===== config.mk =====
export PLATFORM = sky130hd
export DESIGN_NAME = fmps_readout_arbiter
export DESIGN_NICKNAME = d
export VERILOG_FILES = /design/src/rtl/fmps_readout_arbiter.sv
export SDC_FILE = /design/constraint.sdc
export NUM_CORES = 1
export LEC_CHECK = 0
export CAP_MARGIN = 40
export CORE_UTILIZATION = 45
export CTS_CLUSTER_DIAMETER = 200
export CTS_CLUSTER_SIZE = 10
export DETAILED_ROUTE_END_ITERATION = 8
export PLACE_DENSITY = 0.73
export SLEW_MARGIN = 25
export SYNTH_ARGS = -nofsm -noshare
export SYNTH_HDL_FRONTEND = slang
export SYNTH_SLANG_ARGS = --single-unit

===== constraint.sdc =====
create_clock -name sysClk_i -period 4.3 [get_ports sysClk_i]
set_clock_uncertainty 0.2 [all_clocks]
set_input_delay 0.86 -clock sysClk_i [delete_from_list [all_inputs] [get_ports sysClk_i]]
set_output_delay 0.86 -clock sysClk_i [all_outputs]
set_load 0.05 [all_outputs]

===== src/rtl/fmps_readout_arbiter.sv =====
// fmps_readout_arbiter: shares the single FMPS readout RAM read port between a
// bitmap-driven stream walker (priority) and single-word host reads. A starve
// counter bounds how many walker grants a waiting host read can be passed over.
// Every grant travels a two-stage tag pipeline that lines up with the RAM's
// one-cycle read latency. Outputs are registered two edges after the grant.
module fmps_readout_arbiter #(
    parameter int INDEX_WIDTH      = 5,
    parameter int HOST_SLOT_PERIOD = 4
) (
    input  logic                        sysClk_i,
    input  logic                        sysReset_i,
    input  logic                        start_i,
    input  logic [(1<<INDEX_WIDTH)-1:0] bitmap_i,
    output logic                        busy_o,
    output logic                        overrun_o,
    output logic [INDEX_WIDTH-1:0]      ramAddress_o,
    input  logic [31:0]                 ramData_i,
    output logic [INDEX_WIDTH-1:0]      streamIndex_o,
    output logic [31:0]                 streamData_o,
    output logic                        streamValid_o,
    output logic                        streamLast_o,
    input  logic                        hostStrobe_i,
    input  logic [INDEX_WIDTH-1:0]      hostAddress_i,
    output logic                        hostAck_o,
    output logic [31:0]                 hostData_o
);

    localparam int         NUM_ENTRIES = 1 << INDEX_WIDTH;
    localparam int         STAGES      = 2;
    localparam logic [3:0] SLOT_LIMIT  = 4'(HOST_SLOT_PERIOD);

    typedef enum logic {
        ST_IDLE,
        ST_WALK
    } state_t;

    // Tag carried alongside each RAM read until its data is registered out.
    typedef struct packed {
        logic                   host;
        logic [INDEX_WIDTH-1:0] idx;
        logic                   last;
    } tag_t;

    // Walker state
    state_t                 state_q, state_d;
    logic [NUM_ENTRIES-1:0] mask_q, mask_d;
    logic                   overrun_q, overrun_d;
    logic                   start_accept;

    // Host request state
    logic                   host_pend_q, host_pend_d;
    logic [INDEX_WIDTH-1:0] host_addr_q, host_addr_d;
    logic [3:0]             starve_q, starve_d;
    logic                   host_in_flight;
    logic                   host_accept;

    // Arbitration
    logic                   mask_empty;
    logic                   host_gnt;
    logic                   walk_gnt;
    logic [INDEX_WIDTH-1:0] walk_idx;
    logic [NUM_ENTRIES-1:0] mask_clr;
    logic                   walk_last;

    // Read pipeline and registered outputs
    logic [INDEX_WIDTH-1:0] ram_addr_q, ram_addr_d;
    logic [STAGES:1]        vld_pipe_q;
    tag_t                   tag1_q, tag1_d;
    tag_t                   tag2_q;
    logic [INDEX_WIDTH-1:0] stream_idx_q;
    logic [31:0]            stream_data_q;
    logic                   stream_valid_q;
    logic                   stream_last_q;
    logic                   host_ack_q;
    logic [31:0]            host_data_q;

    // Pick the grant: host when its slot is due or the walker has nothing left,
    // else the lowest remaining bitmap entry (cleared via x & (x-1)).
    always_comb begin
        mask_empty = (mask_q == '0);
        host_gnt   = host_pend_q && (mask_empty || (starve_q == SLOT_LIMIT));
        walk_gnt   = !host_gnt && !mask_empty;
        mask_clr   = mask_q & (mask_q - NUM_ENTRIES'(1));
        walk_last  = walk_gnt && (mask_clr == '0);
        walk_idx   = '0;
        for (int i = NUM_ENTRIES - 1; i >= 0; i--) begin
            if (mask_q[i]) walk_idx = INDEX_WIDTH'(i);
        end
    end

    // Walker FSM next state: accept start only when idle, drop busy once the
    // final word of the walk has been presented.
    always_comb begin
        state_d      = state_q;
        mask_d       = mask_q;
        overrun_d    = 1'b0;
        start_accept = start_i && (state_q == ST_IDLE);
        case (state_q)
            ST_IDLE: begin
                if (start_accept) begin
                    mask_d = bitmap_i;
                    if (bitmap_i != '0) state_d = ST_WALK;
                end
            end
            ST_WALK: begin
                overrun_d = start_i;
                if (walk_gnt) mask_d = mask_clr;
                if (stream_valid_q && stream_last_q) state_d = ST_IDLE;
            end
            default: state_d = ST_IDLE;
        endcase
    end

    // Walker state register
    always_ff @(posedge sysClk_i or posedge sysReset_i) begin
        if (sysReset_i) begin
            state_q   <= ST_IDLE;
            mask_q    <= '0;
            overrun_q <= 1'b0;
        end else begin
            state_q   <= state_d;
            mask_q    <= mask_d;
            overrun_q <= overrun_d;
        end
    end

    // Host request bookkeeping: one outstanding read at a time, starve count
    // advances only while a host read is being passed over.
    always_comb begin
        host_in_flight = (vld_pipe_q[1] && tag1_q.host) || (vld_pipe_q[2] && tag2_q.host);
        host_accept    = hostStrobe_i && !host_pend_q && !host_in_flight;
        host_pend_d    = host_pend_q;
        host_addr_d    = host_addr_q;
        starve_d       = starve_q;
        if (host_gnt) host_pend_d = 1'b0;
        if (host_accept) begin
            host_pend_d = 1'b1;
            host_addr_d = hostAddress_i;
        end
        if (host_gnt)
            starve_d = 4'd0;
        else if (walk_gnt && host_pend_q)
            starve_d = starve_q + 4'd1;
    end

    // Host request registers
    always_ff @(posedge sysClk_i or posedge sysReset_i) begin
        if (sysReset_i) begin
            host_pend_q <= 1'b0;
            host_addr_q <= '0;
            starve_q    <= 4'd0;
        end else begin
            host_pend_q <= host_pend_d;
            host_addr_q <= host_addr_d;
            starve_q    <= starve_d;
        end
    end

    // Stage-1 load: RAM address and tag for whichever source won this cycle.
    always_comb begin
        ram_addr_d = ram_addr_q;
        tag1_d     = tag1_q;
        if (host_gnt) begin
            ram_addr_d = host_addr_q;
            tag1_d     = '{host: 1'b1, idx: host_addr_q, last: 1'b0};
        end else if (walk_gnt) begin
            ram_addr_d = walk_idx;
            tag1_d     = '{host: 1'b0, idx: walk_idx, last: walk_last};
        end
    end

    // Read pipeline: tag follows the RAM latency, stage 2 registers ramData
    // into the stream or host outputs; unqualified data holds its last value.
    always_ff @(posedge sysClk_i or posedge sysReset_i) begin
        if (sysReset_i) begin
            ram_addr_q     <= '0;
            vld_pipe_q     <= '0;
            tag1_q         <= '0;
            tag2_q         <= '0;
            stream_idx_q   <= '0;
            stream_data_q  <= '0;
            stream_valid_q <= 1'b0;
            stream_last_q  <= 1'b0;
            host_ack_q     <= 1'b0;
            host_data_q    <= '0;
        end else begin
            ram_addr_q    <= ram_addr_d;
            tag1_q        <= tag1_d;
            vld_pipe_q[1] <= host_gnt || walk_gnt;
            vld_pipe_q[2] <= vld_pipe_q[1];
            tag2_q        <= tag1_q;
            if (vld_pipe_q[2] && !tag2_q.host) begin
                stream_idx_q   <= tag2_q.idx;
                stream_data_q  <= ramData_i;
                stream_valid_q <= 1'b1;
                stream_last_q  <= tag2_q.last;
            end else begin
                stream_valid_q <= 1'b0;
                stream_last_q  <= 1'b0;
            end
            host_ack_q <= vld_pipe_q[2] && tag2_q.host;
            if (vld_pipe_q[2] && tag2_q.host) host_data_q <= ramData_i;
        end
    end

    assign busy_o        = (state_q == ST_WALK);
    assign overrun_o     = overrun_q;
    assign ramAddress_o  = ram_addr_q;
    assign streamIndex_o = stream_idx_q;
    assign streamData_o  = stream_data_q;
    assign streamValid_o = stream_valid_q;
    assign streamLast_o  = stream_last_q;
    assign hostAck_o     = host_ack_q;
    assign hostData_o    = host_data_q;

endmodule


==> impl_metrics.json <==
{
  "layout_common_cells": "151 x nand2_1, 151 x clkdlybuf4s50_1, 132 x dfrtp_1",
  "p_int_uw": 4272,
  "grt_use_total_pct": 23.99,
  "cts_tree": "yes",
  "drtIter0Drc": 420,
  "die_h_um": 117.9,
  "synth.avg_cell_area_um2": 10.12,
  "grt_pass1_vias": 5140,
  "synthAdderAreaFrac_pct": 0.7662,
  "rrSetupSlack_ps": 1140,
  "hold_path_depth": 0,
  "syn_nets": 672,
  "whs_endpoint": "vld_pipe_q[2]$_DFF_PP0_",
  "arrival_ps": 3250,
  "synth-compound-area-share_pct": 13.75,
  "p_leak_uw": 0.003681,
  "fin_setup_tns_ps": 0,
  "core-area_mm2": 0.01288,
  "ys_seq_area_share_pct": 54.67,
  "port_buffers": 151,
  "syn_area_mm2": 0.006042,
  "clk_path_buf_depth": 2,
  "worstReg2RegEnd": "tag1_q[0]$_DFFE_PP0P_",
  "cap_violations": 0,
  "synth.distinct_cells": 58,
  "ir_worst_vdd_mv": 0.3469,
  "clock-sinks": 132,
  "cts-root-buf": "clkbuf_16",
  "core.rowCount": 41,
  "slew_headroom_pct": 53.93,
  "start_util_pct": 46.92,
  "ios": 152,
  "cts_buffers": 17,
  "synth_async_sr_flop_share_pct": 100.0,
  "period_needed_ps": 3155,
  "max_stage_delay_ps": 600,
  "end_kind": "register",
  "clk_pin_slew_ps": 60,
  "cts-resized-gates": 0,
  "grt_pass1_wl_um": 26250,
  "htreeDepth": 4,
  "fill_cells": 1010,
  "drc": 0,
  "r2r_start": "mask_q[24]$_DFFE_PP0P_",
  "fmax_mhz": 316.9,
  "synthSimpleGateAreaFrac_pct": 18.68,
  "finalWorstSetupSlack_ps": 1145,
  "synth_top_family_by_area": "simple AND/OR/NAND/NOR gates",
  "hold_viol": 0,
  "tightest_slew_ps": 690.1,
  "cp_max_fo": 20,
  "fp.dieW_um": 117.9,
  "grt-ovfl-total": 0,
  "drt_wl_total_um": 15680,
  "post-route-period-util_pct": 73.38,
  "pre_cts_ws_ps": 1200,
  "gp_congestion": 0.8948,
  "final_max_slew_viol_count": 0,
  "wl_per_cell_um": 17.08,
  "antenna_cells": 0,
  "synth-seq-cells": 132,
  "dr.pass1.iters": 4,
  "postCtsHoldBufs": 0,
  "drive_gt1_share_pct": 12.73,
  "crit_path_start_kind": "register",
  "synth_cells": 597,
  "nets": 809,
  "setup-violations-final": 0,
  "sw_frac_of_total_pct": 46.14,
  "p_clk_share_pct": 18.5,
  "vias_per_cell": 5.576,
  "ant_nets": 0,
  "critical_path_class": "register to register",
  "hold_ws_ps": 181.8,
  "synth_xor_area_share_pct": 0.2899,
  "hp-start": "vld_pipe_q[1]$_DFF_PP0_",
  "power_density_mw_per_mm2": 960.9,
  "synth-main-ff-cell": "dfrtp_1",
  "dieArea_mm2": 0.01389,
  "post_cts_buffers": 0,
  "clk_latency_ps": 410,
  "rr_worst_depth": 6,
  "area_delta_synth_final_pct": 36.63,
  "grt_max_degree": 82,
  "required_ps": 4400,
  "comb_power_share_pct": 53.1,
  "num_vias": 5119,
  "synth_edf_count": 0,
  "synth-warning-count": 0,
  "rsz0062_at_grt": "false",
  "antenna_found_initial": 1,
  "synthMuxAreaShare_pct": 7.724,
  "cp_cell_sequence": "or4_1 > nand2b_1 > nor4_2 > a21o_1 > nor4_1 > a32o_1",
  "dpl.hpwl_um": 11020,
  "seqPwrFrac_pct": 28.3,
  "status": "finished, final reports clean",
  "hold_class": "register to register",
  "slowest_stage": "or4_1",
  "p_switching_uw": 3660
}
==> synthesized netlist by cell type, types with 6 or more instances <==
cell      instances  share of area [%]
o21ai_0          22                1.8
a22oi_1          14                1.7
nand3_1           7               0.58
or2_2             7               0.72
nor4_1           13                1.3
clkbuf_1         24                1.5
a22o_1           15                2.2
nor2_1           26                1.6
buf_2             6               0.50
dfrtp_1         132                 55
nand2_1         151                9.4
a21oi_1          16                1.3
o311ai_0          6               0.87
nor3_1           10               0.83
mux2_2           37                6.9
inv_1            14               0.87
o211ai_1          6               0.75
==> worst max-delay path: cells and delay by family (launching register included) <==
kind            cells  cell delay, ps
flops               1             420
simple gates        4            1560
compound gates      2             860
==> cell type report <==
class | instances | area, um2 | area share, %
Clock buffer | 19 | 452.9 | 5.487
Clock inverter | 12 | 153.9 | 1.864
Inverter | 14 | 56.30 | 0.6820
Multi-Input combinational cell | 410 | 2492 | 30.19
Sequential cell | 132 | 3303 | 40.01
Tap cell | 172 | 215.2 | 2.607
Timing Repair Buffer | 159 | 1582 | 19.16
==> layer usage <==
| metal | part of all wire (%) | vias to the layer above | track usage [%] |
|---|---|---|---|
| li1 | - | 2395 | - |
| met1 | 44 | 2495 | 30.72 |
| met2 | 49 | 208 | 39.56 |
| met3 | 5.6 | 21 | 6.153 |
| met4 | 1.6 | 0 | 7.933 |
| met5 | 0 | - | 0 |
==> flip-flops by register name (all words and copies together), names as in the netlist, 2 cells and up <==
register / cells
ramAddress_o: 5
mask_q: 32
host_addr_q: 5
starve_q: 4
streamIndex_o: 5
vld_pipe_q: 2
hostData_o: 32
tag2_q: 7
tag1_q: 2
streamData_o: 32
==> worst max-delay path by stage <==
stage / start / endpoint / slack, ps
detailed placement: mask_q[24]$_DFFE_PP0P_ / tag1_q[0]$_DFFE_PP0P_ / 1200
global route: mask_q[0]$_DFFE_PP0P_ / tag1_q[0]$_DFFE_PP0P_ / 950
global placement: mask_q[24]$_DFFE_PP0P_ / tag1_q[0]$_DFFE_PP0P_ / 1280
floorplan: mask_q[12]$_DFFE_PP0P_ / mask_q[31]$_DFFE_PP0P_ / 1590
finish: mask_q[24]$_DFFE_PP0P_ / tag1_q[0]$_DFFE_PP0P_ / 1140
CTS: mask_q[24]$_DFFE_PP0P_ / tag1_q[0]$_DFFE_PP0P_ / 1200
==> cell families after synthesis <==
kind of cell | count (synthesis)
adder cells (fa/ha/maj) | 4
XOR/XNOR | 2
buffers and inverters | 55
flip-flops | 132
multiplexers | 42
AND/OR/NAND/NOR | 244
AO/OA/AOI/OAI | 118
==> power groups by stage <==
stage                     combinational (uW)  sequential [uW]  clock, uW
after global routing                    4490             2330       1560
after detailed placement                4200             2260          0
final                                   4220             2250       1470
after CTS                               4220             2240       1490
after floorplan                         1910             3270          0
after global placement                  4140             2220          0
==> through the flow <==
| step | cell area, um2 | utilization [%] | std cells | total power, uW |
|---|---|---|---|---|
| floorplan | 6046 | - | 597 | 5179 |
| global placement | 7636 | 59.30 | 885 | 6362 |
| detailed placement | 7644 | 59.36 | 886 | 6456 |
| CTS | 8250 | 64.08 | 917 | 7950 |
| global route | 8255 | 64.11 | 918 | 8378 |
| finish | 8255 | 64.11 | 918 | 7932 |
Note: power is estimated with default switching activity, not from simulation.
